[config.mk]
export PLATFORM = sky130hd
export DESIGN_NAME = seq_detector_prog_flat
export DESIGN_NICKNAME = d
export VERILOG_FILES = /design/src/rtl/seq_detector_prog_if.sv /design/src/rtl/seq_detector_prog.sv /design/src/flat_wrapper.sv
export SDC_FILE = /design/constraint.sdc
export NUM_CORES = 1
export LEC_CHECK = 0
export CAP_MARGIN = 10
export CORE_ASPECT_RATIO = 0.6
export CORE_MARGIN = 3
export CORE_UTILIZATION = 40
export CTS_CLUSTER_DIAMETER = 120
export DETAILED_ROUTE_END_ITERATION = 10
export GPL_TIMING_DRIVEN = 0
export MAX_ROUTING_LAYER = met4
export PLACE_DENSITY = 0.73
export SLEW_MARGIN = 20
export SYNTH_ARGS = -nofsm -noshare
export SYNTH_HDL_FRONTEND = slang
export SYNTH_SLANG_ARGS = --single-unit
[constraint.sdc]
create_clock -name clk -period 4.8 [get_ports clk]
set_input_delay 1.44 -clock clk [delete_from_list [all_inputs] [get_ports clk]]
set_output_delay 1.44 -clock clk [all_outputs]
set_load 0.005 [all_outputs]
[src/rtl/seq_detector_prog_if.sv]
// seq_detector_prog_if
//   Groups the bit-stream, configuration and display signals of the
//   programmable sequence detector.
//   master : drives en, bit_in, bit_valid, load, pat_in, len_in, overlap,
//            clr_cnt; observes match, hit_count, seg.
//   slave  : the detector side (the reverse directions).
interface seq_detector_prog_if #(
  parameter int MAX_LEN = 8,
  parameter int LEN_W   = 4,
  parameter int CNT_W   = 8
);
  logic               en;
  logic               bit_in;
  logic               bit_valid;
  logic               load;
  logic [MAX_LEN-1:0] pat_in;
  logic [LEN_W-1:0]   len_in;
  logic               overlap;
  logic               clr_cnt;
  logic               match;
  logic [CNT_W-1:0]   hit_count;
  logic [7:0]         seg;

  modport master (
    output en, bit_in, bit_valid, load, pat_in, len_in, overlap, clr_cnt,
    input  match, hit_count, seg
  );

  modport slave (
    input  en, bit_in, bit_valid, load, pat_in, len_in, overlap, clr_cnt,
    output match, hit_count, seg
  );
endinterface

[src/rtl/seq_detector_prog.sv]
// seq_detector_prog
//   Detects a runtime-programmable serial pattern (1..MAX_LEN bits) in a
//   qualified bit stream, in overlapping or restart-after-hit mode. Hits are
//   counted in a saturating counter whose value mod 10 is shown on a
//   7-segment digit, with a sticky decimal point set by any hit.
// Ports:
//   clk   : rising-edge clock
//   rst_n : asynchronous reset, active HIGH despite its name
//   bus   : seq_detector_prog_if.slave (stream, config, match/count/seg)
module seq_detector_prog #(
  parameter int MAX_LEN = 8,
  parameter int LEN_W   = 4,
  parameter int CNT_W   = 8
) (
  input logic                clk,
  input logic                rst_n,
  seq_detector_prog_if.slave bus
);

  localparam logic [LEN_W-1:0] MAX_LEN_W = LEN_W'(MAX_LEN);
  localparam logic [CNT_W-1:0] CNT_MAX   = '1;

  logic [MAX_LEN-1:0] pat_reg;
  logic [MAX_LEN-1:0] hist_reg;
  logic [MAX_LEN-1:0] hist_next;
  logic [MAX_LEN-1:0] len_mask;
  logic [LEN_W-1:0]   len_reg;
  logic [LEN_W-1:0]   fill_reg;
  logic [LEN_W-1:0]   fill_next;
  logic [LEN_W-1:0]   len_clamped;
  logic               match_reg;
  logic               dp_reg;
  logic [CNT_W-1:0]   cnt_reg;
  logic               accept;
  logic               hit;
  logic [3:0]         digit;
  logic [6:0]         seg_digit;

  // Bit gi takes part in the compare only when it lies below the length.
  genvar gi;
  generate
    for (gi = 0; gi < MAX_LEN; gi++) begin : g_mask
      assign len_mask[gi] = (len_reg > LEN_W'(gi));
    end
  endgenerate

  always_comb begin
    // load takes priority, so a coincident bit is simply dropped
    accept    = bus.en && bus.bit_valid && !bus.load;
    hist_next = (hist_reg << 1) | MAX_LEN'(bus.bit_in);
    fill_next = (fill_reg >= MAX_LEN_W) ? MAX_LEN_W : fill_reg + 1'b1;
    hit       = accept && (fill_next >= len_reg) &&
                (((hist_next ^ pat_reg) & len_mask) == '0);

    len_clamped = bus.len_in;
    if (bus.len_in == '0) begin
      len_clamped = LEN_W'(1);
    end else if (bus.len_in > MAX_LEN_W) begin
      len_clamped = MAX_LEN_W;
    end
  end

  // Pattern configuration and shift history
  always_ff @(posedge clk or posedge rst_n) begin
    if (rst_n) begin
      pat_reg   <= '0;
      len_reg   <= MAX_LEN_W;
      hist_reg  <= '0;
      fill_reg  <= '0;
      match_reg <= 1'b0;
    end else if (bus.load) begin
      pat_reg   <= bus.pat_in;
      len_reg   <= len_clamped;
      hist_reg  <= '0;
      fill_reg  <= '0;
      match_reg <= 1'b0;
    end else if (accept) begin
      hist_reg  <= hist_next;
      // In non-overlap mode a hit empties the fill so the next hit needs
      // a full fresh pattern.
      fill_reg  <= (hit && !bus.overlap) ? '0 : fill_next;
      match_reg <= hit;
    end else begin
      match_reg <= 1'b0;
    end
  end

  // Hit counter and sticky decimal point; a clear beats a coincident hit.
  always_ff @(posedge clk or posedge rst_n) begin
    if (rst_n) begin
      cnt_reg <= '0;
      dp_reg  <= 1'b0;
    end else if (bus.en && bus.clr_cnt) begin
      cnt_reg <= '0;
      dp_reg  <= 1'b0;
    end else if (hit) begin
      if (cnt_reg != CNT_MAX) begin
        cnt_reg <= cnt_reg + 1'b1;
      end
      dp_reg <= 1'b1;
    end
  end

  // 7-segment decode of the count's last decimal digit, {g,f,e,d,c,b,a}
  always_comb begin
    digit = 4'(cnt_reg % CNT_W'(10));
    case (digit)
      4'd0:    seg_digit = 7'b0111111;
      4'd1:    seg_digit = 7'b0000110;
      4'd2:    seg_digit = 7'b1011011;
      4'd3:    seg_digit = 7'b1001111;
      4'd4:    seg_digit = 7'b1100110;
      4'd5:    seg_digit = 7'b1101101;
      4'd6:    seg_digit = 7'b1111101;
      4'd7:    seg_digit = 7'b0000111;
      4'd8:    seg_digit = 7'b1111111;
      4'd9:    seg_digit = 7'b1101111;
      default: seg_digit = 7'b0000000;
    endcase
  end

  assign bus.match     = match_reg;
  assign bus.hit_count = cnt_reg;
  assign bus.seg       = {dp_reg, seg_digit};

endmodule
[src/flat_wrapper.sv]
// flat-port wrapper written by rule: the top's interface ports become plain ports
module seq_detector_prog_flat 
#(
  parameter int MAX_LEN = 8,
  parameter int LEN_W   = 4,
  parameter int CNT_W   = 8
)
  (clk, rst_n, bus_en, bus_bit_in, bus_bit_valid, bus_load, bus_pat_in, bus_len_in, bus_overlap, bus_clr_cnt, bus_match, bus_hit_count, bus_seg);
  seq_detector_prog_if #(.MAX_LEN(MAX_LEN), .LEN_W(LEN_W), .CNT_W(CNT_W)) bus_i ();
  input logic clk;
  input logic rst_n;
  input wire logic [$bits(bus_i.en)-1:0] bus_en;
  input wire logic [$bits(bus_i.bit_in)-1:0] bus_bit_in;
  input wire logic [$bits(bus_i.bit_valid)-1:0] bus_bit_valid;
  input wire logic [$bits(bus_i.load)-1:0] bus_load;
  input wire logic [$bits(bus_i.pat_in)-1:0] bus_pat_in;
  input wire logic [$bits(bus_i.len_in)-1:0] bus_len_in;
  input wire logic [$bits(bus_i.overlap)-1:0] bus_overlap;
  input wire logic [$bits(bus_i.clr_cnt)-1:0] bus_clr_cnt;
  output wire logic [$bits(bus_i.match)-1:0] bus_match;
  output wire logic [$bits(bus_i.hit_count)-1:0] bus_hit_count;
  output wire logic [$bits(bus_i.seg)-1:0] bus_seg;
  assign bus_i.en = bus_en;
  assign bus_i.bit_in = bus_bit_in;
  assign bus_i.bit_valid = bus_bit_valid;
  assign bus_i.load = bus_load;
  assign bus_i.pat_in = bus_pat_in;
  assign bus_i.len_in = bus_len_in;
  assign bus_i.overlap = bus_overlap;
  assign bus_i.clr_cnt = bus_clr_cnt;
  assign bus_match = bus_i.match;
  assign bus_hit_count = bus_i.hit_count;
  assign bus_seg = bus_i.seg;
  seq_detector_prog #(.MAX_LEN(MAX_LEN), .LEN_W(LEN_W), .CNT_W(CNT_W)) u_core (.clk(clk), .rst_n(rst_n), .bus(bus_i));
endmodule
* After elaboration in Yosys (flattened, before gate mapping)
Memories as Yosys holds them, arrays and structs flattened. Cells that the tools add are included.
Word-level totals: memories kept 1, memory bits (read-only) 112, input bits 20, register bits after elaboration 33
Cells by class: add/sub/neg operators 2, equality and inequality tests 1, multiplexer cells 15, div/mod/pow operators 1, bitwise gates (word level) 3, $lt $le $gt $ge 11, reduce and logical (&&, ||, !) cells 14
Memories:
- (no name shown) | words 16, bits a word 7, rd ports 1, clocked after Yosys merged registers in 0, write ports 0, line seq_detector_prog.sv:107 | case (digit)
Operators with widths (number):
- two-way mux 4 bit | 6
- two-way mux 8 bit | 3
- > comparator 4 x 3 -> 1 bit (second input constant) | 4
- two-way mux 7 bit | 2
- adder 8 x 1 -> 8 bit (second input constant) | 1
- AND 8 bit | 1
- > comparator 4 x 1 -> 1 bit (second input constant) | 2
- > comparator 4 x 2 -> 1 bit (second input constant) | 2
- logical NOT 8 bit | 1
- modulo 8 x 4 -> 8 bit (second input constant) | 1
- != test 8 bit (second input constant) | 1
- bitwise OR 8 x 1 -> 8 bit | 1
- bitwise XOR 8 bit | 1
- logical AND 1 bit | 6
- nonzero test 2 bit | 3
- adder 4 x 1 -> 4 bit (second input constant) | 1
- greater-or-equal comparator 4 bit | 1
- greater-or-equal comparator 4 bit (second input constant) | 1
- > comparator 4 bit (second input constant) | 1
- logical NOT 4 bit | 1
- two-way mux 1 bit | 4
- logical NOT 1 bit | 2
- AND reduction 2 bit | 1

* Longest topological paths before layout
depth after elaboration 9, depth in mapped cells 13, depth with buffers taken out 12

* Worst setup path before layout
No wires, ideal clock.
path type register -> output, from register u_core.cnt_reg[2], in the netlist u_core.bus.hit_count[2], to output port bus_seg[3], slack 0.711 ns, arrival 2.649 ns, stages on the path, launching flop included 10, cells stage by stage dfrtp_1 -> buf_2 -> or2_1 -> a221oi_2 -> a31oi_1 -> a311oi_2 -> mux2i_1 -> o211ai_1 -> ha_1 -> o31a_1
On the way: longest elaborated chain between the ends 2
Ends and longest elaborated chain:
- start, declared | line seq_detector_prog.sv:33 | logic [CNT_W-1:0] cnt_reg;
- start signal, assigned | line seq_detector_prog.sv:98 | cnt_reg <= cnt_reg + 1'b1;
- modulo 8 x 4 -> 8 bit | line seq_detector_prog.sv:106 | digit = 4'(cnt_reg % CNT_W'(10));
- memory (16 x 7 bit)
- end, declared | line flat_wrapper.sv:22 | output wire logic [$bits(bus_i.seg)-1:0] bus_seg;
Every way passes these cells.

* Worst setup path after layout
from register u_core.cnt_reg[3], in the netlist u_core.bus.hit_count[3], to output port bus_seg[0]
Same word-level chain as after synthesis.

==> out/metrics.yaml <==
run_status:
  run_status: "finished clean"
synth:
  synth_warnings: 0
  asyncSetResetFlopFracSynth_pct: 100
  synth_largest_type_area_fraction_pct: 31.7
  synthCells: 274
  synth.top_cells.by_area: "sky130_fd_sc_hd__dfrtp_1 (32%), sky130_fd_sc_hd__ha_1 (5.9%), sky130_fd_sc_hd__mux2_2 (4.0%)"
  synth_top_flop_cell: "sky130_fd_sc_hd__dfrtp_1"
  synth_cell_type_count: 69
  synth-edff-count: 0
  synth_seq_area_share_pct: 32.8
  netlist_area_mm2: 0.00252
  synth_top_area_cell: "sky130_fd_sc_hd__dfrtp_1"
  synth.ff_latch_count: 33
  synthesis.area_per_instance_um2: 9.21
  syn_nets: 306
finish:
  stdcell_area_mm2: 0.00342
  flow.area_growth_from_synthesis_pct: 35.5
  ff_latch_area_um2: 831
  diodes: 0
  multi_input_area_mm2: 0.00166
  drive_above_1_share_pct: 25.4
  finish.utilization_pct: 58.6
  final_net_count: 369
  fillCellCount: 514
placed_design:
  io_buffers: 35
  dpl_worst_slack_ns: -0.0652
  place_hpwl_um: 4800
  placer_congestion: 0.935
  postPlaceCellArea_mm2: 0.00297
sta:
  final_min_period_over_clock_period_pct: 98.6
  hold_viol: 0
  clock.fmax_ghz: 0.211
  timing.final.setup_violations: 0
  timing.clock.skew_ns: 0.00559
  worst_slew_margin_rel_pct: 54.1
  worstMarginPinSlew_ns: 0.688
  final_period_minus_worst_setup_slack_ns: 4.73
  timing_max_transition_violations_final: 0
  timing.final.ws_setup_ns: 0.0675
clock_network:
  cts_hold_buf: 0
  cts_inserted_buffers: 5
  cts-root-buf: "sky130_fd_sc_hd__clkbuf_8"
  clk_latency_worst_skew_pair_ns: 0.28
  clockBufferDepth: 2
  path_clk_slew_ns: 0.07
  tritoncts: "built"
  clock-sinks: 33
  htree_levels: 2
worst_hold_path:
  hp-class: "reg2reg"
worst_setup_path:
  worstPathArrival_ns: 3.29
  worstSetupEndpointType: "output port"
  cp_slowest_cell: "sky130_fd_sc_hd__dfrtp_2"
  cpMostUsedCell: "sky130_fd_sc_hd__buf_4"
  path_delay_family: "compound AO/OA/AOI/OAI gates"
  timing_worst_setup_path_type: "reg2out"
  worstPathBufferInverterCount: 4
  cp_cell_sequence: "buf_6 > and2_4 > a221oi_4 > a31oi_2 > a311oi_4 > mux2i_2 > o211ai_1 > buf_4 > buf_4 > o21ba_1 > clkdlybuf4s50_1"
  start_kind: "register"
  cp_max_fo: 9
  critPathMaxStageDelay_ns: 0.47
  required_time_of_the_worst_setup_path_ns: 3.36
job:
  maxCapViolCount: 0
grt:
  grt_util_all_layers_pct: 19.0
  grt_pass1_wl_um: 10500
  use_met2_pct: 23.9
  first_global_vias: 2113
  grt_max_degree: 34
  antenna_found_initial: 0
  global_route.usage.met3_pct: 3.92
  met1_grt_util_pct: 30.2
  gr-max-usage-layer: "met1"
  total_gr_overflow: 0
die:
  core_area_mm2: 0.00583
  num_rows: 21
  fp.dieH_um: 67.5
  floorplan.initialDensity_pct: 43.3
  die-width_um: 109
  ios: 37
  die_area_mm2: 0.00733
power:
  share_comb_of_total_power_pct: 12.6
  cell_internal_pwr_uw: 504
  cellLeakagePower_uw: 0.00140
  vdd_ir_drop_max_mv: 0.137
  power.net_switching_uw: 153
  p_per_area_mw_per_mm2: 192
  fraction_of_power_spent_switching_nets_pct: 23.3
  sequentialPowerShare_pct: 46.0
  power.share.clock_pct: 41.3
drt:
  remaining_drc_errors: 0
  route.final.wire_length_um: 6800
  route.detailed.wl_per_inst_um: 16.3
  detailedRoute.firstPassIterationCount: 5
  vias_per_cell: 5.67
  route.antenna.remaining_nets: 0
  vias: 2372
  drtIter0Drc: 169
==> synthesized netlist by cell type (4+ instances only) <==
cell type,instances
sky130_fd_sc_hd__dfrtp_1,32
sky130_fd_sc_hd__nand2_1,22
sky130_fd_sc_hd__nor2_1,17
sky130_fd_sc_hd__a21oi_1,16
sky130_fd_sc_hd__o21ai_0,16
sky130_fd_sc_hd__inv_1,14
sky130_fd_sc_hd__ha_1,12
sky130_fd_sc_hd__mux2_2,9
sky130_fd_sc_hd__xnor2_1,9
sky130_fd_sc_hd__a22o_1,7
sky130_fd_sc_hd__nand2b_1,7
sky130_fd_sc_hd__buf_2,6
sky130_fd_sc_hd__o31ai_1,6
sky130_fd_sc_hd__clkbuf_1,5
sky130_fd_sc_hd__a211o_1,4
sky130_fd_sc_hd__and3_1,4
sky130_fd_sc_hd__buf_4,4
sky130_fd_sc_hd__or3_1,4
==> per-stage QoR <==
step            TNS (ns)  power (uW)  hold WS, ns  cells
2_1_floorplan          0         353        0.466    274
3_3_place_gp           0         387        0.503    389
3_5_place_dp      -0.185         391        0.493    389
4_1_cts        -0.000918         659        0.526    402
5_1_grt          -0.0394         686        0.547    418
6_report               0         657        0.522    418
==> path summary, 6_finish.rpt <==
path,cells past startpoint,slack (ns),start,endpoint
worst max-delay path,11,0.07,u_core.bus.hit_count[3],bus_seg[0]
worst min-delay path,1,0.52,u_core.hist_reg[6],u_core.hist_reg[6]
worst max register to register,12,1.97,u_core.fill_reg[0],u_core.bus.hit_count[6]
worst min register to register,1,0.52,u_core.hist_reg[6],u_core.hist_reg[6]
max in group asynchronous,2,2.73,rst_n,u_core.bus.hit_count[5]
min in group asynchronous,2,1.59,rst_n,u_core.fill_reg[1]
==> worst reg2reg max path: stages, from the launching register on <==
cell and delay (ns):
sky130_fd_sc_hd__dfrtp_1 0.43, sky130_fd_sc_hd__inv_1 0.07, sky130_fd_sc_hd__ha_1 0.29, sky130_fd_sc_hd__nand2b_1 0.09, sky130_fd_sc_hd__inv_1 0.05, sky130_fd_sc_hd__ha_1 0.26, sky130_fd_sc_hd__a21o_1 0.16, sky130_fd_sc_hd__a21o_1 0.17
sky130_fd_sc_hd__a21oi_1 0.14, sky130_fd_sc_hd__a211o_1 0.26, sky130_fd_sc_hd__clkbuf_1 0.40, sky130_fd_sc_hd__nor3_1 0.10, sky130_fd_sc_hd__a211oi_1 0.29
==> per-layer routing <==
| layer | wire (um) | vias to the layer above |
|---|---|---|
| met5 | 0 | - |
| met1 | 3510 | 1128 |
| li1 | - | 1146 |
| met4 | 27 | 0 |
| met3 | 491 | 4 |
| met2 | 2780 | 94 |
==> power groups by stage <==
stage               combinational, uW  clock (uW)  sequential, uW
floorplan                        49.6           0             304
global placement                 80.4           0             307
detailed placement               83.1           0             308
CTS                              83.6         274             302
global route                     93.4         289             304
finish                           82.9         271             302
==> placed cells by master, fill, tap and decap left out, drive strengths merged, types with 4 or more instances in the layout <==
cell type / netlist / layout
a211o: 4 / 4
a21oi: 16 / 16
a22o: 7 / 7
and2: 4 / 4
and3: 4 / 4
buf: 13 / 33
clkbuf: 5 / 13
clkdlybuf4s50: 0 / 29
dfrtp: 32 / 32
dlymetal6s2s: 0 / 6
ha: 12 / 12
inv: 14 / 14
mux2: 9 / 9
nand2: 22 / 22
nand2b: 7 / 7
nor2: 18 / 18
o21ai: 17 / 17
o31ai: 7 / 7
or3: 4 / 4
xnor2: 9 / 9
==> logic make-up (layout without fill, tap and decap cells) <==
| kind of cell | count (synthesis) | count (layout) | synth area share (%) |
|---|---|---|---|
| and+or+nand+nor | 84 | 84 | 18.2 |
| AOI/OAI and AO/OA | 89 | 89 | 28.0 |
| xor gates and xnor gates | 12 | 12 | 4.16 |
| adders and majority gates | 12 | 12 | 5.95 |
| DFF | 33 | 33 | 32.8 |
| muxes | 11 | 11 | 4.81 |
| buffers and inverters | 33 | 97 | 6.10 |
==> layout make-up <==
class,count,area share [%]
clock inverter,1,0.878
tap,80,2.93
clock buffer,7,2.52
multi-input combinational,208,48.4
sequential,33,24.3
timing repair buffer,56,15.8
buffer,18,3.58
inverter,15,1.65
==> what timing repair did <==
item                                    CTS  global route
gates resized for setup                  12            30
pin swaps                                 5            10
endpoints found under the setup margin    6             7
setup buffers                             5            16
cloned                                    0             0
No activity file was read; power rests on OpenSTA's default activity.
